==> src/rtl/iobus_turnaround_ctrl_if.sv <==
// rtl/iobus_turnaround_ctrl_if.sv - request/response and pad-side signals of the IO bus turnaround controller
//
// Requester side: wr_req/wr_data/wr_ack, rd_req/rd_data/rd_valid, busy.
// Pad side:       pad_o/pad_t/pad_i to the IOBUF ring, strobe_n/rnw to the external device.
// slave  = controller view, master = requester/pad view.
interface iobus_turnaround_ctrl_if #(
    parameter int WIDTH = 8
);
    logic             wr_req;
    logic [WIDTH-1:0] wr_data;
    logic             wr_ack;
    logic             rd_req;
    logic [WIDTH-1:0] rd_data;
    logic             rd_valid;
    logic             busy;
    logic [WIDTH-1:0] pad_o;
    logic             pad_t;
    logic [WIDTH-1:0] pad_i;
    logic             strobe_n;
    logic             rnw;

    modport slave (
        input  wr_req, wr_data, rd_req, pad_i,
        output wr_ack, rd_data, rd_valid, busy, pad_o, pad_t, strobe_n, rnw
    );

    modport master (
        output wr_req, wr_data, rd_req, pad_i,
        input  wr_ack, rd_data, rd_valid, busy, pad_o, pad_t, strobe_n, rnw
    );
endinterface

==> src/rtl/iobus_turnaround_ctrl.sv <==
// rtl/iobus_turnaround_ctrl.sv - sequences a shared tristate data bus between one writer and one reader
//
// Ports:
//   clk   - system clock, rising edge
//   reset - synchronous, active-high
//   bus   - iobus_turnaround_ctrl_if.slave (requests, responses, IOBUF and strobe/direction pins)
module iobus_turnaround_ctrl #(
    parameter int WIDTH      = 8,
    parameter int SETUP_CYC  = 1,
    parameter int STROBE_CYC = 2,
    parameter int TURN_CYC   = 2
) (
    input  logic                      clk,
    input  logic                      reset,
    iobus_turnaround_ctrl_if.slave    bus
);

    typedef enum logic [2:0] {
        S_IDLE,
        S_W_SETUP,
        S_W_STROBE,
        S_W_HOLD,
        S_R_STROBE,
        S_TURN
    } state_t;

    // Counter holds "cycles remaining after this one" so the exit test is cnt == 0.
    localparam logic [7:0] SETUP_LD  = 8'(SETUP_CYC - 1);
    localparam logic [7:0] STROBE_LD = 8'(STROBE_CYC - 1);
    localparam logic [7:0] TURN_LD   = 8'(TURN_CYC - 1);

    state_t           state, state_nxt;
    logic [7:0]       cnt, cnt_nxt;
    logic             last_rd, last_rd_nxt;   // 1 when the most recent grant was a read
    logic             accept_wr;
    logic             capture_rd;
    logic [WIDTH-1:0] pad_o_q;
    logic [WIDTH-1:0] rd_data_q;

    logic pad_t_c, strobe_n_c, rnw_c, wr_ack_c, rd_valid_c, busy_c;

    // State register plus the datapath registers it qualifies.
    always_ff @(posedge clk) begin
        if (reset) begin
            state     <= S_IDLE;
            cnt       <= 8'd0;
            last_rd   <= 1'b1;
            pad_o_q   <= '0;
            rd_data_q <= '0;
        end else begin
            state   <= state_nxt;
            cnt     <= cnt_nxt;
            last_rd <= last_rd_nxt;
            if (accept_wr) begin
                pad_o_q <= bus.wr_data;
            end
            if (capture_rd) begin
                rd_data_q <= bus.pad_i;
            end
        end
    end

    // Next-state logic; requests are only looked at in IDLE.
    always_comb begin
        state_nxt   = state;
        cnt_nxt     = cnt;
        last_rd_nxt = last_rd;
        accept_wr   = 1'b0;
        capture_rd  = 1'b0;
        case (state)
            S_IDLE: begin
                // With both requests pending, alternate against the last grant.
                if (bus.wr_req && (!bus.rd_req || last_rd)) begin
                    state_nxt   = S_W_SETUP;
                    cnt_nxt     = SETUP_LD;
                    accept_wr   = 1'b1;
                    last_rd_nxt = 1'b0;
                end else if (bus.rd_req) begin
                    state_nxt   = S_R_STROBE;
                    cnt_nxt     = STROBE_LD;
                    last_rd_nxt = 1'b1;
                end
            end
            S_W_SETUP: begin
                if (cnt == 8'd0) begin
                    state_nxt = S_W_STROBE;
                    cnt_nxt   = STROBE_LD;
                end else begin
                    cnt_nxt = cnt - 8'd1;
                end
            end
            S_W_STROBE: begin
                if (cnt == 8'd0) begin
                    state_nxt = S_W_HOLD;
                end else begin
                    cnt_nxt = cnt - 8'd1;
                end
            end
            S_W_HOLD: begin
                state_nxt = S_IDLE;
            end
            S_R_STROBE: begin
                if (cnt == 8'd0) begin
                    state_nxt  = S_TURN;
                    cnt_nxt    = TURN_LD;
                    capture_rd = 1'b1;
                end else begin
                    cnt_nxt = cnt - 8'd1;
                end
            end
            S_TURN: begin
                if (cnt == 8'd0) begin
                    state_nxt = S_IDLE;
                end else begin
                    cnt_nxt = cnt - 8'd1;
                end
            end
            default: begin
                state_nxt = S_IDLE;
            end
        endcase
    end

    // Moore outputs decoded from state; the bus is driven only during the write states.
    always_comb begin
        pad_t_c    = 1'b1;
        strobe_n_c = 1'b1;
        rnw_c      = 1'b1;
        wr_ack_c   = 1'b0;
        rd_valid_c = 1'b0;
        busy_c     = (state != S_IDLE);
        case (state)
            S_W_SETUP: begin
                pad_t_c = 1'b0;
                rnw_c   = 1'b0;
            end
            S_W_STROBE: begin
                pad_t_c    = 1'b0;
                rnw_c      = 1'b0;
                strobe_n_c = 1'b0;
            end
            S_W_HOLD: begin
                pad_t_c  = 1'b0;
                rnw_c    = 1'b0;
                wr_ack_c = 1'b1;
            end
            S_R_STROBE: begin
                strobe_n_c = 1'b0;
            end
            S_TURN: begin
                // Counter still equals its load value only in the first TURN cycle.
                rd_valid_c = (cnt == TURN_LD);
            end
            default: begin
            end
        endcase
    end

    assign bus.pad_t    = pad_t_c;
    assign bus.strobe_n = strobe_n_c;
    assign bus.rnw      = rnw_c;
    assign bus.wr_ack   = wr_ack_c;
    assign bus.rd_valid = rd_valid_c;
    assign bus.busy     = busy_c;
    assign bus.pad_o    = pad_o_q;
    assign bus.rd_data  = rd_data_q;

endmodule

==> src/flat_wrapper.sv <==
// flat-port wrapper written by rule: the top's interface ports become plain ports
module iobus_turnaround_ctrl_flat 
#(
    parameter int WIDTH      = 8,
    parameter int SETUP_CYC  = 1,
    parameter int STROBE_CYC = 2,
    parameter int TURN_CYC   = 2
)
  (clk, reset, bus_wr_req, bus_wr_data, bus_rd_req, bus_pad_i, bus_wr_ack, bus_rd_data, bus_rd_valid, bus_busy, bus_pad_o, bus_pad_t, bus_strobe_n, bus_rnw);
  iobus_turnaround_ctrl_if #(.WIDTH(WIDTH)) bus_i ();
  input  logic clk;
  input  logic reset;
  input wire logic [$bits(bus_i.wr_req)-1:0] bus_wr_req;
  input wire logic [$bits(bus_i.wr_data)-1:0] bus_wr_data;
  input wire logic [$bits(bus_i.rd_req)-1:0] bus_rd_req;
  input wire logic [$bits(bus_i.pad_i)-1:0] bus_pad_i;
  output wire logic [$bits(bus_i.wr_ack)-1:0] bus_wr_ack;
  output wire logic [$bits(bus_i.rd_data)-1:0] bus_rd_data;
  output wire logic [$bits(bus_i.rd_valid)-1:0] bus_rd_valid;
  output wire logic [$bits(bus_i.busy)-1:0] bus_busy;
  output wire logic [$bits(bus_i.pad_o)-1:0] bus_pad_o;
  output wire logic [$bits(bus_i.pad_t)-1:0] bus_pad_t;
  output wire logic [$bits(bus_i.strobe_n)-1:0] bus_strobe_n;
  output wire logic [$bits(bus_i.rnw)-1:0] bus_rnw;
  assign bus_i.wr_req = bus_wr_req;
  assign bus_i.wr_data = bus_wr_data;
  assign bus_i.rd_req = bus_rd_req;
  assign bus_i.pad_i = bus_pad_i;
  assign bus_wr_ack = bus_i.wr_ack;
  assign bus_rd_data = bus_i.rd_data;
  assign bus_rd_valid = bus_i.rd_valid;
  assign bus_busy = bus_i.busy;
  assign bus_pad_o = bus_i.pad_o;
  assign bus_pad_t = bus_i.pad_t;
  assign bus_strobe_n = bus_i.strobe_n;
  assign bus_rnw = bus_i.rnw;
  iobus_turnaround_ctrl #(.WIDTH(WIDTH), .SETUP_CYC(SETUP_CYC), .STROBE_CYC(STROBE_CYC), .TURN_CYC(TURN_CYC)) u_core (.clk(clk), .reset(reset), .bus(bus_i));
endmodule
==> config.mk <==
export PLATFORM = sky130hd
export DESIGN_NAME = iobus_turnaround_ctrl_flat
export DESIGN_NICKNAME = d
export VERILOG_FILES = /design/src/rtl/iobus_turnaround_ctrl_if.sv /design/src/rtl/iobus_turnaround_ctrl.sv /design/src/flat_wrapper.sv
export SDC_FILE = /design/constraint.sdc
export NUM_CORES = 1
export LEC_CHECK = 0
export BUFFER_PORTS_ARGS = -buffer_cell sky130_fd_sc_hd__buf_2
export CORE_MARGIN = 2
export CORE_UTILIZATION = 54
export CTS_CLUSTER_SIZE = 20
export DETAILED_ROUTE_END_ITERATION = 12
export GPL_TIMING_DRIVEN = 0
export PLACE_DENSITY = 0.8
export SLEW_MARGIN = 20
export SYNTH_ARGS = -nofsm -noshare
export SYNTH_HDL_FRONTEND = slang
export SYNTH_SLANG_ARGS = --single-unit
==> constraint.sdc <==
create_clock -name clk -period 4.9 [get_ports clk]
set_input_delay 0 -clock clk [delete_from_list [all_inputs] [get_ports clk]]
set_output_delay 0 -clock clk [all_outputs]
set_load 0.05 [all_outputs]
==> reports/metrics.csv <==
stage,metric,value,unit
outcome,outcome,"complete, no violations",
synthesis,mapped cell area,1420,sq um
pwr,Max VDD drop,0.445,mV
die,DIE AREA,3050,sq um
pwr,Power per Cell Area,664,nW/um^2
timing,total negative slack,0,ns
drt,uppermost layer routed,met4,
drt,drt via density,5.75,
drt,wire length on met2,1810,um
drt,router iterations before antenna repair,4,
clock_tree,CTS Sinks,28,
hold_path,worst hold start,bus_rd_req,
timing,fin. max-slew vios,0,
final_layout,layout cell share with drive strength beyond 1,0.299,
synthesis,warnings from Yosys,0,
synthesis,Yosys cell types,44,
pwr,Pwr Total,0.00125,W
final_layout,Final Util,0.758,
grt,Total Routing Usage GR,0.257,
synthesis,number of synthesized register bits,28,
drt,DR DRC count,0,
critical_path,R2R cell count,6,
clock_tree,TritonCTS buffer count,3,
critical_path,Crit path required time,5.15,ns
timing,final setup fails,0,
final_layout,fin area,1880,sq um
critical_path,arrival time worst endpoint,2.38,ns
critical_path,worst r2r src,u_core.cnt[0]$_SDFFE_PP0P_,
clock_tree,clk buf depth,2,
drt,met3 wire len,227,um
timing,max_slew headroom,0.596,
clock_tree,CTS tree,built,
final_layout,total of fill cells in the finished design,169,
final_layout,Inserted Diodes,0,
final_layout,Sequential Area,561,sq um
die,Die Span X,55.3,um
hold_path,Worst Hold End,u_core.last_rd$_SDFFE_PP1P_,
clock_tree,CTS H-Tree Depth,1,
final_layout,synthesis-to-finish area growth,32.4,%
die,Core Box Area,2480,sq um
synthesis,sequential cell area fraction in the yosys report,0.395,
timing,final hold vios,0,
synthesis,Post-Syn Instances,148,
timing,Worst Clk Skew,0.0104,ns
die,chip height,55.3,um
drt,WL met1,1510,um
critical_path,R2R Setup Slk,2.76,ns
clock_tree,"Clk Latency, worst-skew pair",0.33,ns
timing,Final Critical Period,2.14,ns
placed_design,GPL Wtd Cong,0.864,
critical_path,CP Class,flop to flop,
critical_path,CP Launch Type,flop,
timing,final hold slack,0.0791,ns
hold_path,Hold Path Cell Cnt,4,
final_layout,Final nets,234,
placed_design,Area after DPL,1660,sq um
critical_path,Worst Path Max Fanout,10,
grt,initial antenna violation count,0,
die,IO Pins,42,
hold_path,Worst Hold Class,input pin to flop,
timing,Fmax achieved,0.468,GHz
die,Rows,18,
drt,WL/cell,15.4,um
drt,Iter 0 DRT Violations,36,
critical_path,crit path capture type,flop,
drt,via count,1385,
grt,largest net degree at the start of global routing,16,
die,Starting Density,0.573,
timing,Tightest Pin Transition,0.605,ns
final_layout,area of the multi-input gates,771,sq um
drt,post-route ant nets,0,
drt,"wirelength, routed",3710,um
placed_design,dpl hpwl,2260,um
synthesis,Syn Area/Cell,9.59,sq um
clock_tree,clock-pin transition on the worst setup and hold timing paths,0.16,ns
grt,grt ovf,0,
run,Max Cap Viol,0,
pwr,Pleak,0.924,nW
placed_design,I/O Buffers,41,
timing,Final Cycle Share,0.436,
timing,RSZ-0062 raised after global routing,false,
clock_tree,CTS Root Cell,clkbuf_4,
grt,vias in the first global route,1394,
critical_path,reg2reg end,u_core.cnt[7]$_SDFFE_PP0P_,
synthesis,syn_nets,170,
grt,first-pass GRT wire length,6270,um
clock_tree,post-cts resize count,0,
[cells in the mapped netlist, drive strengths merged]
cell / n / area share
nand2: 7 / 0.019
a31oi: 3 / 0.013
dfxtp: 28 / 0.40
o21ai: 2 / 0.0071
a221o: 1 / 0.0071
o31a: 1 / 0.0062
mux2i: 16 / 0.11
a221oi: 1 / 0.0062
inv: 3 / 0.0079
clkbuf: 3 / 0.0079
xor2: 2 / 0.012
a21o: 2 / 0.011
nand3: 1 / 0.0071
o21a: 2 / 0.011
nor3: 3 / 0.019
a311oi: 3 / 0.019
a211oi: 4 / 0.025
a21oi: 7 / 0.025
o32ai: 1 / 0.0062
nor3b: 2 / 0.019
nor2b: 2 / 0.0088
or3: 3 / 0.013
ha: 2 / 0.018
nand4: 1 / 0.015
buf: 7 / 0.046
and4: 1 / 0.0062
or2: 2 / 0.0088
nor4: 3 / 0.024
or4: 1 / 0.0079
o31ai: 2 / 0.011
nand2b: 4 / 0.018
o211a: 1 / 0.0071
and3: 1 / 0.0044
nor2: 23 / 0.061
a211o: 2 / 0.013
and2: 1 / 0.0044
[power breakdown]
group          internal [W]  switching [W]
clock network     0.0000455      0.0000690
logic              0.000296       0.000491
registers          0.000290      0.0000552
total              0.000632       0.000615
[final cells by class]
| cell class | count | share of cell area |
|---|---|---|
| buffer | 10 | 0.0406 |
| sequential | 28 | 0.298 |
| tap | 30 | 0.0200 |
| timing repair buffer | 59 | 0.205 |
| multi-input combinational | 107 | 0.410 |
| clock buffer | 4 | 0.0193 |
| inverter | 3 | 0.00600 |
[stage by stage]
step | setup WS (ns) | instances
2_1_floorplan | 3.18 | 148
3_3_place_gp | 2.92 | 219
3_5_place_dp | 2.85 | 219
4_1_cts | 2.77 | 241
5_1_grt | 2.62 | 241
6_report | 2.76 | 241
[worst max-delay path by stage]
stage                                     startpoint  cells past startpoint                         end
after detailed placement  u_core.cnt[0]$_SDFFE_PP0P_                      6  u_core.cnt[2]$_SDFFE_PP0P_
after global placement    u_core.cnt[0]$_SDFFE_PP0P_                      6  u_core.cnt[2]$_SDFFE_PP0P_
after CTS                 u_core.cnt[0]$_SDFFE_PP0P_                      6  u_core.cnt[7]$_SDFFE_PP0P_
after floorplan           u_core.cnt[0]$_SDFFE_PP0P_                      6  u_core.cnt[5]$_SDFFE_PP0P_
after global routing      u_core.cnt[0]$_SDFFE_PP0P_                      6  u_core.cnt[2]$_SDFFE_PP0P_
final                     u_core.cnt[0]$_SDFFE_PP0P_                      6  u_core.cnt[7]$_SDFFE_PP0P_
[logic make-up (layout without fill, tap and decap cells)]
kind of cell | Yosys count | count (layout) | synth area share
AND/OR/NAND/NOR | 55 | 55 | 0.234
XOR/XNOR | 2 | 2 | 0.0123
adder cells (fa/ha/maj) | 2 | 2 | 0.0176
buffers and inverters | 13 | 76 | 0.0617
multiplexers | 16 | 16 | 0.113
flip-flops | 28 | 28 | 0.395
AO/OA/AOI/OAI | 32 | 32 | 0.167
[flip-flops by register name, summed over array words and instances, names as in the netlist]
signal	count
u_core.state	3
u_core.cnt	8
u_core.last_rd	1
u_core.bus.pad_o	8
u_core.bus.rd_data	8
[critical path, cell delays in order (launching register included)]
cell and delay (ns):
dfxtp_1 0.46, inv_1 0.12, ha_1 0.24, nor3b_4 0.20, a211oi_2 0.57, a21oi_1 0.15
a311oi_1 0.31
[repair_timing]
item                      in CTS  in global routing
hold endpoints to repair      19                  0
hold buffers                  18                  0
setup buffers                  0                  0
[metal layers]
layer,track usage,vias up
met5,0,-
met4,0.139,0
met3,0.0375,20
met2,0.420,74
met1,0.324,635
li1,-,656
[cells in the final DEF, fill, tap and decap left out, types with 2 or more instances in the layout]
cell           netlist  routed
mux2i_1             16      16
xor2_1               2       2
a21oi_1              7       7
nor4_1               2       2
buf_6                4       4
o31ai_1              2       2
buf_4                2       2
a311oi_1             3       3
nand2b_1             4       4
o21a_1               2       2
a211oi_1             3       3
or3_1                3       3
clkbuf_4             0       3
nand2_1              7       7
inv_1                3       3
clkbuf_1             3       3
or2_2                2       2
ha_1                 2       2
dfxtp_1             28      28
nor2b_1              2       2
buf_2                1      42
nor3_1               2       2
dlygate4sd3_1        0      18
nor2_1              23      23
a31oi_1              3       3
o21ai_0              2       2
Power figures use the tool's default switching activity.
